<file path="config.mk">
export PLATFORM = sky130hd
export DESIGN_NAME = dvi_video_out
export DESIGN_NICKNAME = d
export VERILOG_FILES = /design/src/rtl/dvi_video_out_pkg.sv /design/src/rtl/dvi_video_out_raster_counter.sv /design/src/rtl/dvi_video_out.sv
export SDC_FILE = /design/constraint.sdc
export NUM_CORES = 1
export LEC_CHECK = 0
export BUFFER_PORTS_ARGS = -buffer_cell sky130_fd_sc_hd__buf_2
export CAP_MARGIN = 20
export CORE_MARGIN = 3
export CORE_UTILIZATION = 48
export DETAILED_ROUTE_END_ITERATION = 7
export HOLD_SLACK_MARGIN = 0.02
export PLACE_DENSITY = 0.85
export SETUP_SLACK_MARGIN = 0.15
export SLEW_MARGIN = 20
export SYNTH_ARGS = -nofsm -noshare
export SYNTH_HDL_FRONTEND = slang
export SYNTH_SLANG_ARGS = --single-unit
</file>
<file path="constraint.sdc">
create_clock -name clk -period 1.7 [get_ports clk]
set_clock_uncertainty 0.05 [all_clocks]
set_input_delay 0.255 -clock clk [delete_from_list [all_inputs] [get_ports clk]]
set_output_delay 0.255 -clock clk [all_outputs]
set_load 0.05 [all_outputs]
</file>
<file path="src/rtl/dvi_video_out_pkg.sv">
// Shared definitions for dvi_video_out: XGA timing defaults, IDF=3 half-word
// field layout, FSM encoding and colour-bar lookup (used with DVI_TEST_PATTERN_EN).
package dvi_video_out_pkg;

  localparam int DEF_H_FP     = 24;
  localparam int DEF_H_SYNC   = 136;
  localparam int DEF_H_BP     = 160;
  localparam int DEF_H_ACTIVE = 1024;
  localparam int DEF_V_FP     = 3;
  localparam int DEF_V_SYNC   = 6;
  localparam int DEF_V_BP     = 29;
  localparam int DEF_V_ACTIVE = 768;
  localparam bit DEF_SYNC_POL = 1'b0;

  // Bit positions of the colour fields inside the two 12-bit IDF=3 half words
  localparam int IDF_B_R_LSB = 6;
  localparam int IDF_B_G_LSB = 4;
  localparam int IDF_A_G_LSB = 9;
  localparam int IDF_A_B_LSB = 4;

  typedef enum logic {
    ST_RESYNC = 1'b0,
    ST_RUN    = 1'b1
  } state_t;

  function automatic logic [11:0] idf3_word_b(input logic [14:0] px);
    logic [11:0] w;
    w = '0;
    w[IDF_B_R_LSB +: 5] = px[14:10];
    w[IDF_B_G_LSB +: 2] = px[9:8];
    return w;
  endfunction

  function automatic logic [11:0] idf3_word_a(input logic [14:0] px);
    logic [11:0] w;
    w = '0;
    w[IDF_A_G_LSB +: 3] = px[7:5];
    w[IDF_A_B_LSB +: 5] = px[4:0];
    return w;
  endfunction

  // White, yellow, cyan, green, magenta, red, blue, black as {R,G,B} enables
  function automatic logic [14:0] bar_color(input logic [2:0] idx);
    logic [2:0] rgb;
    case (idx)
      3'd0:    rgb = 3'b111;
      3'd1:    rgb = 3'b110;
      3'd2:    rgb = 3'b011;
      3'd3:    rgb = 3'b010;
      3'd4:    rgb = 3'b101;
      3'd5:    rgb = 3'b100;
      3'd6:    rgb = 3'b001;
      default: rgb = 3'b000;
    endcase
    return {{5{rgb[2]}}, {5{rgb[1]}}, {5{rgb[0]}}};
  endfunction

endpackage

</file>
<file path="src/rtl/dvi_video_out_raster_counter.sv">
// Horizontal/vertical raster counters with region decode for dvi_video_out.
// DVI_TEST_PATTERN_EN adds the frame_start and colour-bar index outputs.
module dvi_video_out_raster_counter #(
  parameter int H_FP     = 24,
  parameter int H_SYNC   = 136,
  parameter int H_BP     = 160,
  parameter int H_ACTIVE = 1024,
  parameter int V_FP     = 3,
  parameter int V_SYNC   = 6,
  parameter int V_BP     = 29,
  parameter int V_ACTIVE = 768
) (
  input  logic       clk,
  input  logic       rst,
  output logic       hsync,
  output logic       vsync,
  output logic       de,
  output logic       first_pixel,
  output logic       first_line,
  output logic       frame_end
`ifdef DVI_TEST_PATTERN_EN
  ,
  output logic       frame_start,
  output logic [2:0] bar
`endif
);

  localparam int H_TOTAL    = H_SYNC + H_BP + H_ACTIVE + H_FP;
  localparam int V_TOTAL    = V_SYNC + V_BP + V_ACTIVE + V_FP;
  localparam int HW         = $clog2(H_TOTAL);
  localparam int VW         = $clog2(V_TOTAL);
  localparam int H_DE_START = H_SYNC + H_BP;
  localparam int H_DE_END   = H_DE_START + H_ACTIVE;
  localparam int V_DE_START = V_SYNC + V_BP;
  localparam int V_DE_END   = V_DE_START + V_ACTIVE;

  logic [HW-1:0] h_reg;
  logic [VW-1:0] v_reg;
  logic          h_last;
  logic          v_last;
  logic          v_active;

  assign h_last = (h_reg == HW'(H_TOTAL - 1));
  assign v_last = (v_reg == VW'(V_TOTAL - 1));

  always_ff @(posedge clk or posedge rst) begin
    if (rst) begin
      h_reg <= '0;
      v_reg <= '0;
    end else if (h_last) begin
      h_reg <= '0;
      v_reg <= v_last ? '0 : v_reg + VW'(1);
    end else begin
      h_reg <= h_reg + HW'(1);
    end
  end

  // hsync is only produced on active lines; blanking lines stay quiet
  assign v_active    = (v_reg >= VW'(V_DE_START)) && (v_reg < VW'(V_DE_END));
  assign vsync       = (v_reg < VW'(V_SYNC));
  assign hsync       = v_active && (h_reg < HW'(H_SYNC));
  assign de          = v_active && (h_reg >= HW'(H_DE_START)) && (h_reg < HW'(H_DE_END));
  assign first_pixel = (v_reg == VW'(V_DE_START)) && (h_reg == HW'(H_DE_START));
  assign first_line  = (v_reg == '0);
  assign frame_end   = v_last && h_last;

`ifdef DVI_TEST_PATTERN_EN
  localparam int BAR_W = H_ACTIVE / 8;
  logic [HW-1:0] h_rel;
  assign frame_start = first_line && (h_reg == '0);
  assign h_rel       = h_reg - HW'(H_DE_START);
  assign bar         = 3'(h_rel / HW'(BAR_W));
`endif

endmodule

</file>
<file path="src/rtl/dvi_video_out.sv">
// DVI source stage ahead of a CH7301C: raster timing, RGB555 handshake, IDF=3 packing
// and underflow resync. Defining DVI_TEST_PATTERN_EN adds an 8-bar test pattern input.
module dvi_video_out
  import dvi_video_out_pkg::*;
#(
  parameter int H_FP     = DEF_H_FP,
  parameter int H_SYNC   = DEF_H_SYNC,
  parameter int H_BP     = DEF_H_BP,
  parameter int H_ACTIVE = DEF_H_ACTIVE,
  parameter int V_FP     = DEF_V_FP,
  parameter int V_SYNC   = DEF_V_SYNC,
  parameter int V_BP     = DEF_V_BP,
  parameter int V_ACTIVE = DEF_V_ACTIVE,
  parameter bit SYNC_POL = DEF_SYNC_POL
) (
  input  logic        clk,
  input  logic        rst,
  input  logic [14:0] pixel_data,
  input  logic        pixel_sof,
  input  logic        pixel_valid,
  output logic        pixel_ready,
  output logic [11:0] dvi_data_b,
  output logic [11:0] dvi_data_a,
  output logic        dvi_de,
  output logic        dvi_h,
  output logic        dvi_v,
  output logic        underflow,
  input  logic        underflow_clr
`ifdef DVI_TEST_PATTERN_EN
  ,
  input  logic        test_pattern
`endif
);

  logic        hsync, vsync, de, first_pixel, first_line, frame_end;
  state_t      state_reg, state_next;
  logic        primed_reg;
  logic        ready, set_uf, show_pixel, tp_active, shown;
  logic [14:0] px_sel;

`ifdef DVI_TEST_PATTERN_EN
  logic       frame_start;
  logic [2:0] bar;
  logic       tp_reg;
`endif

  dvi_video_out_raster_counter #(
    .H_FP(H_FP), .H_SYNC(H_SYNC), .H_BP(H_BP), .H_ACTIVE(H_ACTIVE),
    .V_FP(V_FP), .V_SYNC(V_SYNC), .V_BP(V_BP), .V_ACTIVE(V_ACTIVE)
  ) u_raster (
    .clk(clk),
    .rst(rst),
    .hsync(hsync),
    .vsync(vsync),
    .de(de),
    .first_pixel(first_pixel),
    .first_line(first_line),
    .frame_end(frame_end)
`ifdef DVI_TEST_PATTERN_EN
    ,
    .frame_start(frame_start),
    .bar(bar)
`endif
  );

`ifdef DVI_TEST_PATTERN_EN
  // test_pattern is only looked at on the very first cycle of a frame
  always_ff @(posedge clk or posedge rst) begin
    if (rst)              tp_reg <= 1'b0;
    else if (frame_start) tp_reg <= test_pattern;
  end
  assign tp_active = frame_start ? test_pattern : tp_reg;
  assign px_sel    = tp_active ? bar_color(bar) : pixel_data;
`else
  assign tp_active = 1'b0;
  assign px_sel    = pixel_data;
`endif

  always_ff @(posedge clk or posedge rst) begin
    if (rst) state_reg <= ST_RESYNC;
    else     state_reg <= state_next;
  end

  always_comb begin
    state_next = state_reg;
    if (tp_active) begin
      if (frame_end) state_next = ST_RESYNC;
    end else if (state_reg == ST_RUN) begin
      if (set_uf) state_next = ST_RESYNC;
    end else if (show_pixel) begin
      state_next = ST_RUN;
    end
  end

  // primed_reg keeps the line-0 discard path quiet while reset is applied
  always_comb begin
    ready      = 1'b0;
    set_uf     = 1'b0;
    show_pixel = 1'b0;
    if (!tp_active) begin
      if (state_reg == ST_RUN) begin
        ready = de;
        if (de && (!pixel_valid || (first_pixel && !pixel_sof))) set_uf = 1'b1;
        else if (de)                                              show_pixel = 1'b1;
      end else begin
        if (first_pixel)                    ready = pixel_sof;
        else if (first_line && primed_reg) ready = ~pixel_sof;
        show_pixel = first_pixel && pixel_valid && pixel_sof;
      end
    end
  end

  assign pixel_ready = ready;
  assign shown       = de && (tp_active || show_pixel);

  always_ff @(posedge clk or posedge rst) begin
    if (rst) begin
      primed_reg <= 1'b0;
      dvi_de     <= 1'b0;
      dvi_h      <= ~SYNC_POL;
      dvi_v      <= ~SYNC_POL;
      dvi_data_b <= '0;
      dvi_data_a <= '0;
      underflow  <= 1'b0;
    end else begin
      primed_reg <= 1'b1;
      dvi_de     <= de;
      dvi_h      <= hsync ? SYNC_POL : ~SYNC_POL;
      dvi_v      <= vsync ? SYNC_POL : ~SYNC_POL;
      dvi_data_b <= shown ? idf3_word_b(px_sel) : '0;
      dvi_data_a <= shown ? idf3_word_a(px_sel) : '0;
      if (set_uf)             underflow <= 1'b1;
      else if (underflow_clr) underflow <= 1'b0;
    end
  end

endmodule
</file>
==> impl_metrics.py <==
metrics = {
    "power_and_ir_drop": {
        "pwr-share-clk_pct": 35.9,
        "total_power_uw": 1730,
        "p_comb_share_pct": 6.3,
        "sw_frac_of_total_pct": 25.0,
        "p_int_uw": 1300,
        "power_switching_uw": 433,
        "peakVddDrop_uv": 339,
        "leakage_uw": 0.00156,
        "powerDensity_mw_per_mm2": 563,
        "seqPwrFrac_pct": 57.8,
    },
    "global_routing": {
        "grtUsageTotal_pct": 21.9,
        "grt_pass1_wl_um": 8910,
        "gr-total-overflow": 0,
        "grt_pass1_vias": 1959,
        "antenna_found_initial": 0,
        "grt_max_degree": 43,
    },
    "routing": {
        "wl_per_cell_um": 17.3,
        "wirelength_um": 6310,
        "viasPerCell": 5.66,
        "first_iter_violations": 136,
        "drc": 0,
        "drtAntennaViolNets": 0,
        "vias": 2065,
        "drtPass1Iterations": 5,
    },
    "floorplan": {
        "rows": 23,
        "dieArea_sq_mm": 0.00528,
        "fp.dieW_um": 72.7,
        "core_region_area_sq_mm": 0.00414,
        "ios": 49,
        "die_h_um": 72.7,
        "start_util_pct": 51.5,
    },
    "synth": {
        "synthMuxAreaShare_pct": 0.997,
        "yosysWarningCount": 0,
        "yosys.area_share.simple_pct": 23.6,
        "synth_area_sq_mm": 0.00213,
        "synth_cells": 218,
        "synth_cell_type_count": 47,
        "synth_top_family_by_area": "simple AND/OR/NAND/NOR gates",
        "synth_ff_type": "dfrtp_1",
        "synth_xor_area_share_pct": 4.11,
        "ys_seq_area_share_pct": 49.4,
        "synth_fa_ha_area_share_pct": 2.93,
        "ys_ff_latch": 42,
        "synth_compound_area_share_pct": 9.85,
        "async_reset_ff_share_pct": 100,
        "synth_edf_count": 0,
        "avgSynthCellArea_sq_um": 9.79,
    },
    "finish": {
        "largest_register_ffs": 11,
        "area_delta_synth_final_pct": 43.9,
        "diodes": 0,
        "fin_nets": 340,
        "post_route_cells_drive_above_1_share_pct": 48.3,
    },
    "placement": {
        "gp_congestion": 0.880,
        "place_ws_ns": -0.357,
        "dp_hpwl_um": 3660,
        "numPortBuffers": 39,
    },
    "cts": {
        "clock_path_buffers": 2,
        "root_buffer": "clkbuf_8",
        "cts_tree": "built",
        "htreeDepth": 2,
        "cts_made_buffers": 5,
        "clk_latency_ns": 0.30,
        "numClockSinks": 42,
        "clk_pin_slew_ns": 0.08,
    },
    "sta": {
        "setup_viol": 34,
        "slew_viol_final": 0,
        "rsz0062_at_grt": "yes",
        "worst_pin_slew_ns": 0.523,
        "fmax_mhz": 423,
        "fin_crit_ns": 2.36,
        "hold_violations": 0,
        "fin_crit_sh_pct": 139,
        "finalWorstSetupSlack_ns": -0.665,
        "relSlewSlack_pct": 65.1,
    },
    "setup_path": {
        "crit_path_start_kind": "flop",
        "criticalPathCategory": "flop to primary output",
        "crit_path_end_kind": "primary output",
        "cp_data_arrival_time_ns": 2.06,
        "cp_data_required_time_ns": 1.39,
        "critical_path.max_fanout": 4,
    },
    "job": {
        "maxCapViolations": 0,
    },
    "worst_hold_path": {
        "hold_path.class": "input pin to async pin",
    },
    "outcome": {
        "status": "finished, violations left",
        "violations": "negative setup slack",
    },
}
## cell usage after synthesis (2+ instances only)
cell | n | area, sq um
a31oi_1 | 3 | 18.8
xnor2_1 | 6 | 52.6
nor3b_1 | 2 | 15.0
and3_1 | 2 | 12.5
clkbuf_1 | 4 | 15.0
nand3_1 | 7 | 35.0
a211oi_1 | 3 | 22.5
o21ai_0 | 8 | 40.0
ha_1 | 5 | 62.6
o211ai_1 | 2 | 15.0
buf_6 | 3 | 33.8
nand4_1 | 9 | 56.3
nor2_2 | 5 | 31.3
conb_1 | 2 | 7.51
nand2_1 | 31 | 116
a21oi_1 | 3 | 15.0
nor4_2 | 2 | 25.0
a211o_1 | 2 | 17.5
inv_1 | 13 | 48.8
buf_4 | 10 | 75.1
nor2_1 | 24 | 90.1
dfrtp_1 | 40 | 1000
dfstp_2 | 2 | 52.6
nor3_1 | 3 | 15.0
buf_2 | 2 | 10.0
xor2_1 | 4 | 35.0
## stage by stage
stage          util [%]  setup TNS, ns  hold slack, ns  instance area, sq um  instances
4_1_cts            70.7          -4.51          0.0386                  2930        358
3_5_place_dp       65.0          -4.38           0.363                  2700        343
6_report           74.1          -8.81          0.0236                  3070        365
2_1_floorplan         -          -1.40           0.304                  2210        226
3_3_place_gp       65.0          -2.93           0.358                  2700        343
5_1_grt            74.1         -11.52          0.0580                  3070        365
## critical path, stage by stage, from the launching register on
cell      delay (ns)
dfrtp_1         0.43
nor2_1          0.21
nand4_1         0.27
nor4_4          0.40
nand2_1         0.12
o211ai_1        0.10
buf_4           0.23
## cell type report
class / instances / area, sq um
clock inverter: 2 / 10.0
multi-input combinational: 151 / 1100
tap: 50 / 62.6
timing repair buffer: 102 / 724
fill: 232 / 1070
inverter: 13 / 51.3
sequential: 42 / 1060
clock buffer: 5 / 68.8
## timing repair
action,in CTS,in global routing
gates resized for setup,27,22
setup buffers,8,7
hold buffers,0,0
pin swaps,17,7
setup endpoints to repair,30,36
## power by group through the flow
| stage | combinational, uW | clock [uW] | sequential, uW |
|---|---|---|---|
| 6_report | 109 | 622 | 1000 |
| 5_1_grt | 118 | 669 | 1000 |
| 4_1_cts | 106 | 626 | 1000 |
| 3_5_place_dp | 104 | 0 | 1020 |
| 3_3_place_gp | 103 | 0 | 1020 |
| 2_1_floorplan | 89.9 | 0 | 1020 |
## metal layers
metal  up-vias  wire [um]  global-route usage [%]
met5         -          0                       0
met4         0        193                    10.9
met3        18        553                    4.82
met2       135       3240                    39.0
met1      1006       2330                    24.5
li1        906          -                       -
## cells in the final DEF (no fill, tap or decap), drive strengths merged, types with 2 or more instances in the layout
master,instances
a211o,2
a211oi,3
a21oi,3
a31oi,3
and3,3
and4,2
buf,102
clkbuf,5
clkinv,2
conb,10
dfrtp,40
dfstp,2
ha,5
inv,13
nand2,31
nand3,7
nand4,9
nor2,29
nor3,3
nor3b,2
nor4,2
nor4b,2
o211ai,3
o21ai,8
o41ai,2
xnor2,6
xor2,4
## final timing paths
| check | slack, ns | endpoint | cells after the start | startpoint |
|---|---|---|---|---|
| hold reg to reg | 0.53 | underflow$_DFFE_PP0P_ | 2 | underflow$_DFFE_PP0P_ |
| hold / removal | 0.02 | u_raster.h_reg[7]$_DFF_PP0_ | 3 | rst |
| setup / recovery | -0.66 | pixel_ready | 6 | u_raster.h_reg[10]$_DFF_PP0_ |
| min in group clk | 0.09 | underflow$_DFFE_PP0P_ | 2 | underflow_clr |
| max in group asynchronous | 1.18 | u_raster.v_reg[1]$_DFFE_PP0N_ | 3 | rst |
| setup reg to reg | -0.36 | dvi_data_b[10]$_DFF_PP0_ | 7 | u_raster.h_reg[10]$_DFF_PP0_ |
## cell families (layout without fill, tap and decap cells)
kind of cell	after synthesis	count (layout)
flops	42	42
buf+inv	33	122
other cells	2	10
fa+ha+maj	5	5
compound gates	28	28
simple gates	96	96
xor+xnor	10	10
mux	2	2
Note: power is estimated with default switching activity, not from simulation.
